--- config.mk ---
export PLATFORM = sky130hd
export DESIGN_NAME = ram_arbiter_flat
export DESIGN_NICKNAME = d
export VERILOG_FILES = /design/src/rtl/ram_arbiter_if.sv /design/src/rtl/ram_arbiter.sv /design/src/flat_wrapper.sv
export SDC_FILE = /design/constraint.sdc
export NUM_CORES = 1
export LEC_CHECK = 0
export CAP_MARGIN = 20
export CORE_MARGIN = 10
export CORE_UTILIZATION = 42
export DETAILED_ROUTE_END_ITERATION = 6
export PLACE_DENSITY = 0.95
export SLEW_MARGIN = 20
export SYNTH_ARGS = -nofsm -noshare
export SYNTH_HDL_FRONTEND = slang
export SYNTH_SLANG_ARGS = --single-unit
--- constraint.sdc ---
create_clock -name clk -period 4.4 [get_ports clk]
set_clock_uncertainty 0.05 [all_clocks]
set_input_delay 0.44 -clock clk [delete_from_list [all_inputs] [get_ports clk]]
set_output_delay 0.44 -clock clk [all_outputs]
set_load 0.02 [all_outputs]
--- src/rtl/ram_arbiter_if.sv ---
// ram_arbiter_if
// Bundles the requester-side and RAM-side signals of ram_arbiter.
//   req/req_wr_rd/req_addr/req_din : per-requester access requests (sliced per requester)
//   gnt/rvalid/rdata/busy          : grant pulse, read-data-valid pulse, shared read data, busy flag
//   ram_en/ram_wr_rd/ram_addr/ram_din/ram_dout : single-port synchronous RAM port
// Modports: slave = the arbiter, master = requesters plus RAM model.
interface ram_arbiter_if #(
    parameter int NUM_REQ    = 4,
    parameter int ADDR_WIDTH = 4,
    parameter int DATA_WIDTH = 8
);
    logic [NUM_REQ-1:0]            req;
    logic [NUM_REQ-1:0]            req_wr_rd;
    logic [NUM_REQ*ADDR_WIDTH-1:0] req_addr;
    logic [NUM_REQ*DATA_WIDTH-1:0] req_din;
    logic [NUM_REQ-1:0]            gnt;
    logic [NUM_REQ-1:0]            rvalid;
    logic [DATA_WIDTH-1:0]         rdata;
    logic                          busy;
    logic                          ram_en;
    logic                          ram_wr_rd;
    logic [ADDR_WIDTH-1:0]         ram_addr;
    logic [DATA_WIDTH-1:0]         ram_din;
    logic [DATA_WIDTH-1:0]         ram_dout;

    modport slave (
        input  req, req_wr_rd, req_addr, req_din, ram_dout,
        output gnt, rvalid, rdata, busy, ram_en, ram_wr_rd, ram_addr, ram_din
    );

    modport master (
        output req, req_wr_rd, req_addr, req_din, ram_dout,
        input  gnt, rvalid, rdata, busy, ram_en, ram_wr_rd, ram_addr, ram_din
    );
endinterface

--- src/rtl/ram_arbiter.sv ---
// ram_arbiter
// Round-robin arbiter sharing one single-port synchronous RAM among NUM_REQ
// requesters. One winner is latched per arbitration, the RAM is driven for one
// cycle, and read data is returned to the winner with a one-cycle rvalid pulse.
// Ports:
//   clk  : rising-edge clock
//   rst  : synchronous active-high reset
//   bus  : ram_arbiter_if.slave (requester handshake and RAM port)
//
// state | meaning
// IDLE  | arbitrate; latch winner and its op/addr/data when any req is set
// ISSUE | ram_en and gnt pulse for the latched access
// RDATA | RAM output valid; captured into rdata, rvalid pulses next cycle
module ram_arbiter #(
    parameter int NUM_REQ    = 4,
    parameter int ADDR_WIDTH = 4,
    parameter int DATA_WIDTH = 8
) (
    input  logic          clk,
    input  logic          rst,
    ram_arbiter_if.slave  bus
);
    localparam int IDX_W = (NUM_REQ > 1) ? $clog2(NUM_REQ) : 1;

    typedef enum logic [1:0] {
        IDLE  = 2'd0,
        ISSUE = 2'd1,
        RDATA = 2'd2
    } state_t;

    state_t                 state_q, state_d;
    logic [IDX_W-1:0]       last_q, last_d;
    logic [IDX_W-1:0]       win_q, win_d;
    logic                   op_q, op_d;
    logic [ADDR_WIDTH-1:0]  addr_q, addr_d;
    logic [DATA_WIDTH-1:0]  din_q, din_d;
    logic [NUM_REQ-1:0]     gnt_q, gnt_d;
    logic [NUM_REQ-1:0]     rvalid_q, rvalid_d;
    logic [DATA_WIDTH-1:0]  rdata_q, rdata_d;
    logic                   ram_en_q, ram_en_d;

    logic [IDX_W-1:0]       pick;
    logic                   found;

    // Search starts one past the last winner and wraps, so the last winner
    // is considered only when nobody else is requesting.
    always_comb begin
        pick  = last_q;
        found = 1'b0;
        for (int k = 1; k <= NUM_REQ; k++) begin
            if (!found && bus.req[(int'(last_q) + k) % NUM_REQ]) begin
                found = 1'b1;
                pick  = IDX_W'((int'(last_q) + k) % NUM_REQ);
            end
        end
    end

    always_comb begin
        state_d  = state_q;
        last_d   = last_q;
        win_d    = win_q;
        op_d     = op_q;
        addr_d   = addr_q;
        din_d    = din_q;
        gnt_d    = '0;
        rvalid_d = '0;
        rdata_d  = rdata_q;
        ram_en_d = 1'b0;

        case (state_q)
            IDLE: begin
                if (found) begin
                    win_d       = pick;
                    last_d      = pick;
                    op_d        = bus.req_wr_rd[pick];
                    addr_d      = bus.req_addr[int'(pick)*ADDR_WIDTH +: ADDR_WIDTH];
                    din_d       = bus.req_din[int'(pick)*DATA_WIDTH +: DATA_WIDTH];
                    gnt_d[pick] = 1'b1;
                    ram_en_d    = 1'b1;
                    state_d     = ISSUE;
                end
            end
            ISSUE: begin
                state_d = op_q ? IDLE : RDATA;
            end
            RDATA: begin
                rdata_d         = bus.ram_dout;
                rvalid_d[win_q] = 1'b1;
                state_d         = IDLE;
            end
            default: begin
                state_d = IDLE;
            end
        endcase
    end

    always_ff @(posedge clk) begin
        if (rst) begin
            state_q  <= IDLE;
            last_q   <= IDX_W'(NUM_REQ - 1);
            win_q    <= '0;
            op_q     <= 1'b0;
            addr_q   <= '0;
            din_q    <= '0;
            gnt_q    <= '0;
            rvalid_q <= '0;
            rdata_q  <= '0;
            ram_en_q <= 1'b0;
        end else begin
            state_q  <= state_d;
            last_q   <= last_d;
            win_q    <= win_d;
            op_q     <= op_d;
            addr_q   <= addr_d;
            din_q    <= din_d;
            gnt_q    <= gnt_d;
            rvalid_q <= rvalid_d;
            rdata_q  <= rdata_d;
            ram_en_q <= ram_en_d;
        end
    end

    // The latch registers feed the RAM directly; they stay stale while ram_en is low.
    assign bus.gnt       = gnt_q;
    assign bus.rvalid    = rvalid_q;
    assign bus.rdata     = rdata_q;
    assign bus.busy      = (state_q != IDLE);
    assign bus.ram_en    = ram_en_q;
    assign bus.ram_wr_rd = op_q;
    assign bus.ram_addr  = addr_q;
    assign bus.ram_din   = din_q;
endmodule

--- src/flat_wrapper.sv ---
// flat-port wrapper written by rule: the top's interface ports become plain ports
module ram_arbiter_flat 
#(
    parameter int NUM_REQ    = 4,
    parameter int ADDR_WIDTH = 4,
    parameter int DATA_WIDTH = 8
)
  (clk, rst, bus_req, bus_req_wr_rd, bus_req_addr, bus_req_din, bus_ram_dout, bus_gnt, bus_rvalid, bus_rdata, bus_busy, bus_ram_en, bus_ram_wr_rd, bus_ram_addr, bus_ram_din);
  ram_arbiter_if #(.NUM_REQ(NUM_REQ), .ADDR_WIDTH(ADDR_WIDTH), .DATA_WIDTH(DATA_WIDTH)) bus_i ();
  input  logic clk;
  input  logic rst;
  input wire logic [$bits(bus_i.req)-1:0] bus_req;
  input wire logic [$bits(bus_i.req_wr_rd)-1:0] bus_req_wr_rd;
  input wire logic [$bits(bus_i.req_addr)-1:0] bus_req_addr;
  input wire logic [$bits(bus_i.req_din)-1:0] bus_req_din;
  input wire logic [$bits(bus_i.ram_dout)-1:0] bus_ram_dout;
  output wire logic [$bits(bus_i.gnt)-1:0] bus_gnt;
  output wire logic [$bits(bus_i.rvalid)-1:0] bus_rvalid;
  output wire logic [$bits(bus_i.rdata)-1:0] bus_rdata;
  output wire logic [$bits(bus_i.busy)-1:0] bus_busy;
  output wire logic [$bits(bus_i.ram_en)-1:0] bus_ram_en;
  output wire logic [$bits(bus_i.ram_wr_rd)-1:0] bus_ram_wr_rd;
  output wire logic [$bits(bus_i.ram_addr)-1:0] bus_ram_addr;
  output wire logic [$bits(bus_i.ram_din)-1:0] bus_ram_din;
  assign bus_i.req = bus_req;
  assign bus_i.req_wr_rd = bus_req_wr_rd;
  assign bus_i.req_addr = bus_req_addr;
  assign bus_i.req_din = bus_req_din;
  assign bus_i.ram_dout = bus_ram_dout;
  assign bus_gnt = bus_i.gnt;
  assign bus_rvalid = bus_i.rvalid;
  assign bus_rdata = bus_i.rdata;
  assign bus_busy = bus_i.busy;
  assign bus_ram_en = bus_i.ram_en;
  assign bus_ram_wr_rd = bus_i.ram_wr_rd;
  assign bus_ram_addr = bus_i.ram_addr;
  assign bus_ram_din = bus_i.ram_din;
  ram_arbiter #(.NUM_REQ(NUM_REQ), .ADDR_WIDTH(ADDR_WIDTH), .DATA_WIDTH(DATA_WIDTH)) u_core (.clk(clk), .rst(rst), .bus(bus_i));
endmodule
==> out/results.md, run 1 <==
| Item | Value | Unit |
| --- | --- | --- |
| Initial cell density of the core | 43.76 | % |
| Worst reg2reg path depth | 5 | - |
| Number of iterations in the first detailed-routing pass | 4 | - |
| Commonest cells after routing, fill and taps aside | sky130_fd_sc_hd__clkdlybuf4s50_1 (96), sky130_fd_sc_hd__dfxtp_1 (36), sky130_fd_sc_hd__nand2_1 (34) | - |
| Pin count of the biggest net entering global routing | 18 | - |
| Fill count | 326 | - |
| Share of synthesized area spent on multiplexers | 8.517 | % |
| Layout cells sized above 1 | 7.368 | % |
| DIE AREA | 0.007189 | mm2 |
| Busiest metal layer after global routing | met2 | - |
| Maximum operating frequency | 378.1 | MHz |
| Synth warn | 0 | - |
| Setup bufs post-CTS | 0 | - |
| Horiz. Die Dim | 84.79 | um |
| Leakage | 1.091 | nW |
| Number of vias per cell after detailed routing | 5.287 | - |
| Global routing usage summed across all routing layers | 15.51 | % |
| Global-route wire length before repair | 9266 | um |
| Kind of start point of the critical path | input pin | - |
| Worst EP arrival | 2730 | ps |
| Met1 track demand over resource | 15.75 | % |
| Number of instances in the placed design | 327 | - |
| Rel. slew slack | 33.22 | % |
| Number of ports placed on the die boundary | 97 | - |
| RSZ-0062 raised after global routing | no | - |
| Met3 Usage GRT | 6.957 | % |
| Utilization after layout | 69.88 | % |
| Hold slack | 404.8 | ps |
| Synth Area in Simple Gates | 21.79 | % |
| Count of buffers inserted at the top-level ports | 96 | - |
| Number of clock sinks | 36 | - |
| Worst-margin pin slew | 998.5 | ps |
| Slowest stage cell on the critical path | sky130_fd_sc_hd__nor3_4 | - |
| Startpoint of the worst register-to-register path | u_core.last_q[0]$_SDFFE_PP1P_ | - |
| 1st-iter DRT viols | 57 | - |
| Number of inserted diodes | 0 | - |
| Post-route ant nets | 0 | - |
| Final setup violating endpoints | 0 | - |
| Post-synthesis share of cell area spent on xor and xnor gates | 0 | % |
| Vias after detailed routing | 1771 | - |
| Tcrit/Tclk final | 60.12 | % |
| Post-synthesis adder-cell area fraction | 0 | % |
| Num CTS Buffers | 5 | - |
| Path type of the worst min-delay path | reg2reg | - |
| Non-filler instance count after layout | 335 | - |
| Number of antenna violations at the first check in global routing | 0 | - |
| Number of cells produced by synthesis | 197 | - |
| GRT Residual Overflow | 0 | - |
| Number of cells traversed by the worst hold path | 2 | - |
| Die span in y | 84.79 | um |
| Number of buffers added to fix hold violations after cts | 0 | - |
| Number of global-route vias before repair | 1900 | - |
| Area of the core region | 0.004029 | mm2 |
| Net Count, Synth | 263 | - |
| Type of element capturing the critical path | flop | - |
| Destination of the worst hold path | u_core.bus.rdata[0]$_SDFFE_PP0N_ | - |
| Reg clk slew, reported paths | 70 | ps |
| Nets | 350 | - |
| Resized Gates After CTS | 0 | - |
| Routability-driven placement congestion ratio | 0.7631 | - |
| Part of the Yosys area used for sequential elements | 40.88 | % |
| Netlist cell types | 35 | - |
| Capture instance of the worst register-to-register path | u_core.bus.ram_wr_rd$_SDFFE_PP0P_ | - |
| Clock tree root buffer cell | sky130_fd_sc_hd__clkbuf_8 | - |
| Delay of the slowest cell on the worst path | 870 | ps |
| Post-synthesis sequential element count | 36 | - |
| Total negative slack | 0 | ps |
| Maximum fanout count along the critical path | 17 | - |
| Clock tree from TritonCTS | done | - |
| Most frequent standard cell in the layout excluding fill and tap cells | sky130_fd_sc_hd__clkdlybuf4s50_1 | - |
| Total standard cell area after synthesis | 0.001763 | mm2 |
| Run status | finished, final reports clean | - |
| Register-to-register setup slack | 2050 | ps |
| Synth Area in Compound Gates | 23.99 | % |
| Final Total Pwr | 1.039 | mW |
| Hold path startpoint | u_core.bus.rdata[0]$_SDFFE_PP0N_ | - |
| Final Hold Viols | 0 | - |
| Fin. max-slew vios | 0 | - |
| Sequence of cells on the critical path | clkdlybuf4s50_1, nor2b_1, o21a_1, nor3_4, mux2i_1, o221ai_1 | - |
| Number of max-capacitance violations reported | 0 | - |
| Classification of the worst setup path | in2reg | - |
| Max clock buf depth | 2 | - |
| Final wirelength | 5655 | um |
| Crit path time final | 2645 | ps |
| Area added between synthesis and finish | 59.69 | % |
| Required time of the critical path | 4490 | ps |
| Largest family of logic cells by synthesized area | compound AO/OA/AOI/OAI gates | - |
| Met2 Track Usage GR | 27.25 | % |
| Depth of the CTS H-tree | 2 | - |
| Remaining routing DRC violations | 0 | - |
| Power per Cell Area | 369.2 | mW/mm2 |
| Highest ir drop seen on vdd | 0.2008 | mV |
| Hpwl dp | 4483 | um |
| Routed length per placed instance | 16.88 | um |
| Post-synthesis area per instance | 8.949 | um2 |
| Std cell rows | 23 | - |
| Insertion delay of the later-clocked pin in the worst-skew pair | 290 | ps |
synthesized netlist by cell type (all sizes together):
master,instances,area share (%)
dfxtp,36,41
nand2,35,7.6
mux2i,15,8.5
nor2,13,2.9
a21o,12,5.1
o211ai,12,8.2
nand4,11,3.9
o31ai,11,4.7
a21oi,9,2.6
buf,8,3.1
clkbuf,8,1.7
nor3,5,2.3
o21ai,4,1.1
nand2b,3,1.1
nor2b,3,1.1
nor4,2,1.1
o221ai,2,0.99
and2,1,0.36
and3,1,0.36
nand3,1,0.28
nor4b,1,0.50
o21a,1,0.43
o21bai,1,0.43
o31a,1,0.50
or2,1,0.36
layer usage:
layer	share of wire, %	routed length [um]
met1	38	2125
met2	50	2829
met3	10	589
met4	1.9	110
met5	0	0
critical path, delay by kind of cell:
kind	cells	cell delay, ps
and+or+nand+nor	2	1050
AOI/OAI and AO/OA	2	510
buffers and inverters	1	460
muxes	1	270
layout make-up:
| type | instances | area (um2) | area share, % |
|---|---|---|---|
| flip-flops and latches | 36 | 720.7 | 25.60 |
| multi-input cells | 145 | 963.4 | 34.22 |
| well taps | 50 | 62.56 | 2.222 |
| clock buffers | 6 | 72.57 | 2.578 |
| clock inverters | 2 | 35.03 | 1.244 |
| repair buffers | 96 | 960.9 | 34.13 |
worst max-delay path by stage:
stage,start,end,slack [ps],depth (start not counted)
6_report,bus_req[3],u_core.bus.ram_wr_rd$_SDFFE_PP0P_,1750,6
3_3_place_gp,bus_req[3],u_core.bus.ram_wr_rd$_SDFFE_PP0P_,1540,6
3_5_place_dp,bus_req[3],u_core.bus.ram_din[4]$_SDFFE_PP0P_,1480,6
4_1_cts,bus_req[3],u_core.bus.ram_wr_rd$_SDFFE_PP0P_,1760,6
5_1_grt,bus_req[3],u_core.bus.ram_wr_rd$_SDFFE_PP0P_,1560,6
2_1_floorplan,bus_req[3],u_core.bus.ram_addr[2]$_SDFFE_PP0P_,2670,7
through the flow:
stage                     setup WS [ps]  instance area [um2]
after floorplan                    2672                 1763
after global placement             1542                 2708
after detailed placement           1481                 2708
after CTS                          1762                 2815
after global routing               1563                 2815
final                              1755                 2815
sequential cells by signal, indices dropped and copies added, names as in the netlist:
name and count:
u_core.win_q 2, u_core.bus.ram_wr_rd 1, u_core.bus.ram_addr 4, u_core.bus.rvalid 4, u_core.bus.gnt 4, u_core.bus.ram_din 8, u_core.state_q 2, u_core.bus.ram_en 1
u_core.bus.rdata 8, u_core.last_q 2
kinds of logic after synthesis:
logic type             count (synthesis)
buffers and inverters                 16
flip-flops                            36
AO/OA/AOI/OAI                         53
multiplexers                          15
AND/OR/NAND/NOR                       77
where the power goes:
group | internal (mW) | switching, mW
Sequential | 0.369 | 0.0287
Combinational | 0.181 | 0.178
Clock | 0.168 | 0.114
Total | 0.718 | 0.321
Note: power is estimated with default switching activity, not from simulation.
==> inputs of run 2 (changes only) <==
CORE_UTILIZATION = 35   (was 42)
PLACE_DENSITY = 0.89   (was 0.95)
clock period = 2.15 ns   (was 4.4 ns; I/O delays follow)
==> out/results.md, run 2 (same netlist as run 1, synthesis figures left out) <==
| Item | Value | Unit | vs previous |
| --- | --- | --- | --- |
| Run status | finished, final reports clean | - |  |
| Worst reg2reg path depth | 6 | - | +1 |
| Non-filler instance count after layout | 364 | - | +8.7% |
| Routability-driven placement congestion ratio | 0.7791 | - | +2.1% |
| Clock tree from TritonCTS | done | - |  |
| Max clock buf depth | 2 | - | unchanged |
| Most frequent standard cell in the layout excluding fill and tap cells | sky130_fd_sc_hd__clkdlybuf4s50_1 | - |  |
| Final Total Pwr | 2.080 | mW | +100% |
| Cell internal power dissipation | 1.387 | mW | +93% |
| Highest ir drop seen on vdd | 0.4091 | mV | +100% |
| Depth of the CTS H-tree | 2 | - | unchanged |
| Num CTS Buffers | 5 | - | unchanged |
| Fin. max-slew vios | 0 | - | unchanged |
| Post-Place Cell Area | 0.002831 | mm2 | +4.6% |
| Number of iterations in the first detailed-routing pass | 4 | - | unchanged |
| Leakage | 1.148 | nW | +5.2% |
| Hold path startpoint | u_core.bus.rdata[4]$_SDFFE_PP0N_ | - |  |
| Design Area, Final | 0.002919 | mm2 | +3.7% |
| Path type of the worst min-delay path | reg2reg | - |  |
| Hold slack | 403.5 | ps | -1.330 ps |
| Worst-margin pin slew | 500.5 | ps | -498.0 ps |
| Number of buffers added to fix hold violations after cts | 0 | - | unchanged |
| Number of clock sinks | 36 | - | unchanged |
| Routed length per placed instance | 16.48 | um | -2.4% |
| Number of max-capacitance violations reported | 0 | - | unchanged |
| Initial cell density of the core | 36.60 | % | -7.2 points |
| Global routing usage summed across all routing layers | 14.10 | % | -1.4 points |
| Crit path time final | 1822 | ps |  |
| Die span in y | 90.97 | um | +7.3% |
| Tcrit/Tclk final | 84.75 | % |  |
| Clock tree root buffer cell | sky130_fd_sc_hd__clkbuf_8 | - |  |
| Rel. slew slack | 66.56 | % | +33 points |
| Sequence of cells on the critical path | or2_1, clkdlybuf4s50_1 | - |  |
| Number of global-route vias before repair | 1972 | - | +3.8% |
| Slowest stage cell on the critical path | sky130_fd_sc_hd__clkdlybuf4s50_1 | - |  |
| Area added between synthesis and finish | 65.58 | % |  |
| Sw Share | 33.34 | % | +2.5 points |
| Number of vias per cell after detailed routing | 5.041 | - | -4.6% |
| Insertion delay of the later-clocked pin in the worst-skew pair | 290 | ps | about the same |
| Clock network fraction of design power | 23.2 | % | -3.9 points |
| Sequential Power Share | 39.1 | % | +0.8 points |
| Classification of the worst setup path | reg2out | - |  |
| Commonest cells after routing, fill and taps aside | sky130_fd_sc_hd__clkdlybuf4s50_1 (96), sky130_fd_sc_hd__dfxtp_1 (36), sky130_fd_sc_hd__nand2_1 (34) | - |  |
| Final Hold Viols | 0 | - | unchanged |
| Horiz. Die Dim | 90.97 | um | +7.3% |
| Capture instance of the worst register-to-register path | u_core.bus.ram_wr_rd$_SDFFE_PP0P_ | - |  |
| Count of buffers inserted at the top-level ports | 96 | - | unchanged |
| Final wirelength | 6000 | um | +6.1% |
| Number of inserted diodes | 0 | - | unchanged |
| Destination of the worst hold path | u_core.bus.rdata[4]$_SDFFE_PP0N_ | - |  |
| Power share of the combinational group | 37.6 | % | +3.0 points |
| Number of cells traversed by the worst hold path | 2 | - | unchanged |
| Remaining routing DRC violations | 0 | - | unchanged |
| Number of antenna violations at the first check in global routing | 0 | - | unchanged |
| DIE AREA | 0.008276 | mm2 | +15% |
| PnR worst setup slack | 327.8 | ps | -1427 ps |
| Required time of the critical path | 1880 | ps | -2610 ps |
| Area of the core region | 0.004817 | mm2 | +20% |
| Power per Cell Area | 712.6 | mW/mm2 | +93% |
| 1st-iter DRT viols | 81 | - | +42% |
| Number of instances in the placed design | 356 | - | +8.9% |
| Worst EP arrival | 1560 | ps | -1170 ps |
| Placement-stage worst setup slack | 105.9 | ps | -1375 ps |
| Vias after detailed routing | 1835 | - | +3.6% |
| Std cell rows | 25 | - | +8.7% |
| Hpwl dp | 4740 | um | +5.7% |
| Utilization after layout | 60.60 | % | -9.3 points |
| Pin count of the biggest net entering global routing | 17 | - | -1 |
| Maximum operating frequency | 548.8 | MHz |  |
| Global-route wire length before repair | 9708 | um | +4.8% |
| Type of element capturing the critical path | primary output | - |  |
| Final setup violating endpoints | 0 | - | unchanged |
| Setup bufs post-CTS | 0 | - | unchanged |
| Maximum fanout count along the critical path | 5 | - | -12 |
| Kind of start point of the critical path | flop | - |  |
| GRT Residual Overflow | 0 | - | unchanged |
| Reg clk slew, reported paths | 70 | ps | about the same |
| Delay of the slowest cell on the worst path | 660 | ps | -210 ps |
| Nets | 362 | - | +3.4% |
| RSZ-0062 raised after global routing | no | - |  |
| Switching power | 0.6936 | mW | +120% |
| Post-route ant nets | 0 | - | unchanged |
| Number of ports placed on the die boundary | 97 | - | unchanged |
| Startpoint of the worst register-to-register path | u_core.last_q[0]$_SDFFE_PP1P_ | - |  |
| Resized Gates After CTS | 0 | - | unchanged |
| Layout cells sized above 1 | 11.45 | % | +4.1 points |
| Register-to-register setup slack | 470 | ps | -1580 ps |
| Total negative slack | 0 | ps | unchanged |
[run 2: how the worst max path moves through the flow]
| stage | from | end | slack, ps | depth (start not counted) |
|---|---|---|---|---|
| after floorplan | u_core.state_q[1]$_SDFFE_PP0P_ | u_core.bus.ram_din[2]$_SDFFE_PP0P_ | 580 | 7 |
| after global placement | bus_req[3] | u_core.bus.ram_wr_rd$_SDFFE_PP0P_ | 160 | 7 |
| after detailed placement | bus_req[3] | u_core.bus.ram_wr_rd$_SDFFE_PP0P_ | 110 | 7 |
| after CTS | u_core.state_q[1]$_SDFFE_PP0P_ | bus_busy | 300 | 2 |
| after global routing | u_core.state_q[1]$_SDFFE_PP0P_ | bus_busy | 230 | 2 |
| final | u_core.state_q[1]$_SDFFE_PP0P_ | bus_busy | 330 | 2 |
[run 2: worst max-delay path: cells and delay by family, from the launching register on]
kind                   cells  cell delay (ps)
DFF                        1              360
and+or+nand+nor            1              250
buffers and inverters      1              660
[run 2: final cells by class]
class / instances / area (um2)
fill: 445 / 1898
timing repair buffer: 108 / 1064
multi-input combinational: 145 / 963.4
sequential: 36 / 720.7
tap: 67 / 83.83
clock buffer: 5 / 68.82
clock inverter: 3 / 18.77
[run 2: per-layer routing]
layer	global-route usage, %	vias up	share of wire (%)
met5	0	-	0
met1	14.53	844	39
li1	-	911	-
met4	3.525	0	0.85
met3	6.996	6	11
met2	24.94	74	50
[run 2: power by group through the flow]
stage	Sequential, mW	Combinational, mW	Clock (mW)
floorplan	0.905	0.346	0
finish	0.814	0.783	0.483
detailed placement	0.827	0.790	0
global placement	0.825	0.777	0
global route	0.826	0.842	0.531
CTS	0.814	0.794	0.496
==> inputs of run 3 (changes only) <==
clock period = 1.6 ns   (was 2.15 ns; I/O delays follow)
==> out/results.md, run 3 (same netlist as run 1, synthesis figures left out) <==
| Item | Value | Unit | vs previous |
| --- | --- | --- | --- |
| Clock tree from TritonCTS | done | - |  |
| Required time of the critical path | 1700 | ps | -180 ps |
| Detail Route met3 WL | 639 | um | +1.3% |
| Run status | finished, final reports clean | - |  |
| Routed length per placed instance | 16.41 | um | -0.42% |
| Leakage | 1.254 | nW | +9.2% |
| Design Area, Final | 0.003074 | mm2 | +5.3% |
| Power share of the combinational group | 38.8 | % | +1.2 points |
| GRT Residual Overflow | 0 | - | unchanged |
| Std cell rows | 25 | - | unchanged |
| Number of clock sinks | 36 | - | unchanged |
| DR top layer | met4 | - |  |
| Number of max-capacitance violations reported | 0 | - | unchanged |
| Hpwl dp | 4827 | um | +1.8% |
| Hold slack | 331.5 | ps | -72.00 ps |
| Rel. slew slack | 65.02 | % | -1.5 points |
| RSZ-0062 raised after global routing | yes | - |  |
| Non-filler instance count after layout | 376 | - | +3.3% |
| Number of ports placed on the die boundary | 97 | - | unchanged |
| Post-Place Cell Area | 0.002922 | mm2 | +3.2% |
| Path type of the worst min-delay path | in2reg | - |  |
| Sequential Power Share | 37.5 | % | -1.6 points |
| Number of inserted diodes | 0 | - | unchanged |
| Utilization after layout | 63.82 | % | +3.2 points |
| Vias after detailed routing | 1900 | - | +3.5% |
| Cell internal power dissipation | 2.014 | mW | +45% |
| Max clock buf depth | 2 | - | unchanged |
| Number of instances in the placed design | 368 | - | +3.4% |
| Num CTS Buffers | 5 | - | unchanged |
| Final wirelength | 6172 | um | +2.9% |
| Fill count | 416 | - | -6.5% |
| Insertion delay of the later-clocked pin in the worst-skew pair | 290 | ps | about the same |
| Routability-driven placement congestion ratio | 0.8484 | - | +8.9% |
| Count of buffers inserted at the top-level ports | 96 | - | unchanged |
| Pin count of the biggest net entering global routing | 17 | - | unchanged |
| Sw Share | 31.47 | % | -1.9 points |
| Switching power | 0.9248 | mW | +33% |
| Clock network fraction of design power | 23.7 | % | +0.5 points |
| Clock tree root buffer cell | sky130_fd_sc_hd__clkbuf_8 | - |  |
| Maximum fanout count along the critical path | 8 | - | +3 |
| Nets | 375 | - | +3.6% |
| Area of the core region | 0.004817 | mm2 | unchanged |
| Remaining routing DRC violations | 0 | - | unchanged |
| Kind of start point of the critical path | flop | - |  |
| Final Total Pwr | 2.939 | mW | +41% |
| Tcrit/Tclk final | 97.23 | % |  |
| Layout cells sized above 1 | 17.80 | % | +6.4 points |
| Type of element capturing the critical path | flop | - |  |
| Number of vias per cell after detailed routing | 5.053 | - | +0.24% |
| Maximum operating frequency | 642.8 | MHz |  |
| Number of buffers added to fix hold violations after cts | 0 | - | unchanged |
| Worst-margin pin slew | 523.6 | ps | +23.03 ps |
| DIE AREA | 0.008276 | mm2 | unchanged |
| Initial cell density of the core | 36.60 | % | unchanged |
| Number of global-route vias before repair | 1967 | - | -0.25% |
| Post-route ant nets | 0 | - | unchanged |
| Fin. max-slew vios | 0 | - | unchanged |
| Final Hold Viols | 0 | - | unchanged |
| Highest ir drop seen on vdd | 0.5028 | mV | +23% |
| Number of antenna violations at the first check in global routing | 0 | - | unchanged |
| Area added between synthesis and finish | 74.38 | % |  |
| Horiz. Die Dim | 90.97 | um | unchanged |
| Depth of the CTS H-tree | 2 | - | unchanged |
| Reg clk slew, reported paths | 70 | ps | about the same |
| Crit path time final | 1556 | ps |  |
| Global routing usage summed across all routing layers | 14.06 | % | -0.031 points |
| Met1 wire length | 2459 | um | +5.4% |
| Power per Cell Area | 955.9 | mW/mm2 | +34% |
| Global-route wire length before repair | 9666 | um | -0.43% |
| 1st-iter DRT viols | 73 | - | -9.9% |
| Most frequent standard cell in the layout excluding fill and tap cells | sky130_fd_sc_hd__clkdlybuf4s50_1 | - |  |
| Commonest cells after routing, fill and taps aside | sky130_fd_sc_hd__clkdlybuf4s50_1 (91), sky130_fd_sc_hd__nand2_1 (34), sky130_fd_sc_hd__dfxtp_1 (34) | - |  |
| Metal2 WL | 3013 | um | +0.97% |
| Worst EP arrival | 1650 | ps | +90 ps |
| Final setup violating endpoints | 0 | - | unchanged |
| Classification of the worst setup path | reg2reg | - |  |
| Die span in y | 90.97 | um | unchanged |
| Number of iterations in the first detailed-routing pass | 4 | - | unchanged |
run 3: cell types whose count changed in the layout (fill, tap and decap cells not counted), moves of 2 or more:
| cell | change |
|---|---|
| sky130_fd_sc_hd__clkdlybuf4s50_1 | -5 |
| sky130_fd_sc_hd__clkinv_2 | -2 |
| sky130_fd_sc_hd__dfxtp_1 | -2 |
| sky130_fd_sc_hd__dlygate4sd2_1 | +4 |
| sky130_fd_sc_hd__clkbuf_8 | +2 |
| sky130_fd_sc_hd__buf_4 | +10 |
| sky130_fd_sc_hd__buf_6 | +3 |
| sky130_fd_sc_hd__nand2b_1 | -2 |
| sky130_fd_sc_hd__nand2b_4 | +2 |
run 3: area by class of cell:
type,count,area (um2),share of cell area [%]
repair buffers,121,1170,38.05
multi-input cells,145,998.5,32.48
clock buffers,7,96.34,3.134
flip-flops and latches,36,725.7,23.61
well taps,67,83.83,2.727
run 3: worst paths after layout:
path	from	to	slack (ps)	depth (start not counted)
hold reg to reg	u_core.bus.rdata[4]$_SDFFE_PP0N_	u_core.bus.rdata[4]$_SDFFE_PP0N_	400	2
setup reg to reg	u_core.last_q[0]$_SDFFE_PP1P_	u_core.bus.ram_wr_rd$_SDFFE_PP0P_	40	6
hold / removal	bus_req[2]	u_core.bus.ram_en$_SDFF_PP0_	330	3
setup / recovery	u_core.last_q[0]$_SDFFE_PP1P_	u_core.bus.ram_wr_rd$_SDFFE_PP0P_	40	6
run 3: routing by layer:
layer | vias to the layer above | GRT usage [%]
li1 | 934 | -
met1 | 881 | 14.68
met2 | 79 | 24.34
met3 | 6 | 7.407
met4 | 0 | 3.525
met5 | - | 0
run 3: power by group through the flow:
stage	logic, mW	registers, mW	clock network, mW
after detailed placement	1.12	1.11	0
after global placement	1.10	1.11	0
final	1.14	1.10	0.698
after CTS	1.13	1.10	0.710
after floorplan	0.465	1.22	0
after global routing	1.22	1.12	0.758
run 3: per-stage QoR:
| step | worst slack [ps] | setup TNS, ps |
|---|---|---|
| 2_1_floorplan | 29.27 | 0 |
| 3_3_place_gp | -328.3 | -5165 |
| 3_5_place_dp | -379.7 | -5769 |
| 4_1_cts | 11.79 | 0 |
| 5_1_grt | -37.67 | -54.26 |
| 6_report | 44.31 | 0 |
run 3: worst max-delay path, stage by stage (launching register included):
cell and delay [ps]:
sky130_fd_sc_hd__dfxtp_4 380, sky130_fd_sc_hd__nor2b_4 50, sky130_fd_sc_hd__o21a_1 210, sky130_fd_sc_hd__nor3_4 220, sky130_fd_sc_hd__buf_6 180, sky130_fd_sc_hd__mux2i_1 190
sky130_fd_sc_hd__o221ai_1 130
run 3: what timing repair did:
item	4_1_cts	5_1_grt
pin swaps	2	2
gates resized for setup	8	11
buffers inserted	0	1
endpoints found under the setup margin	14	15
cloned	0	0
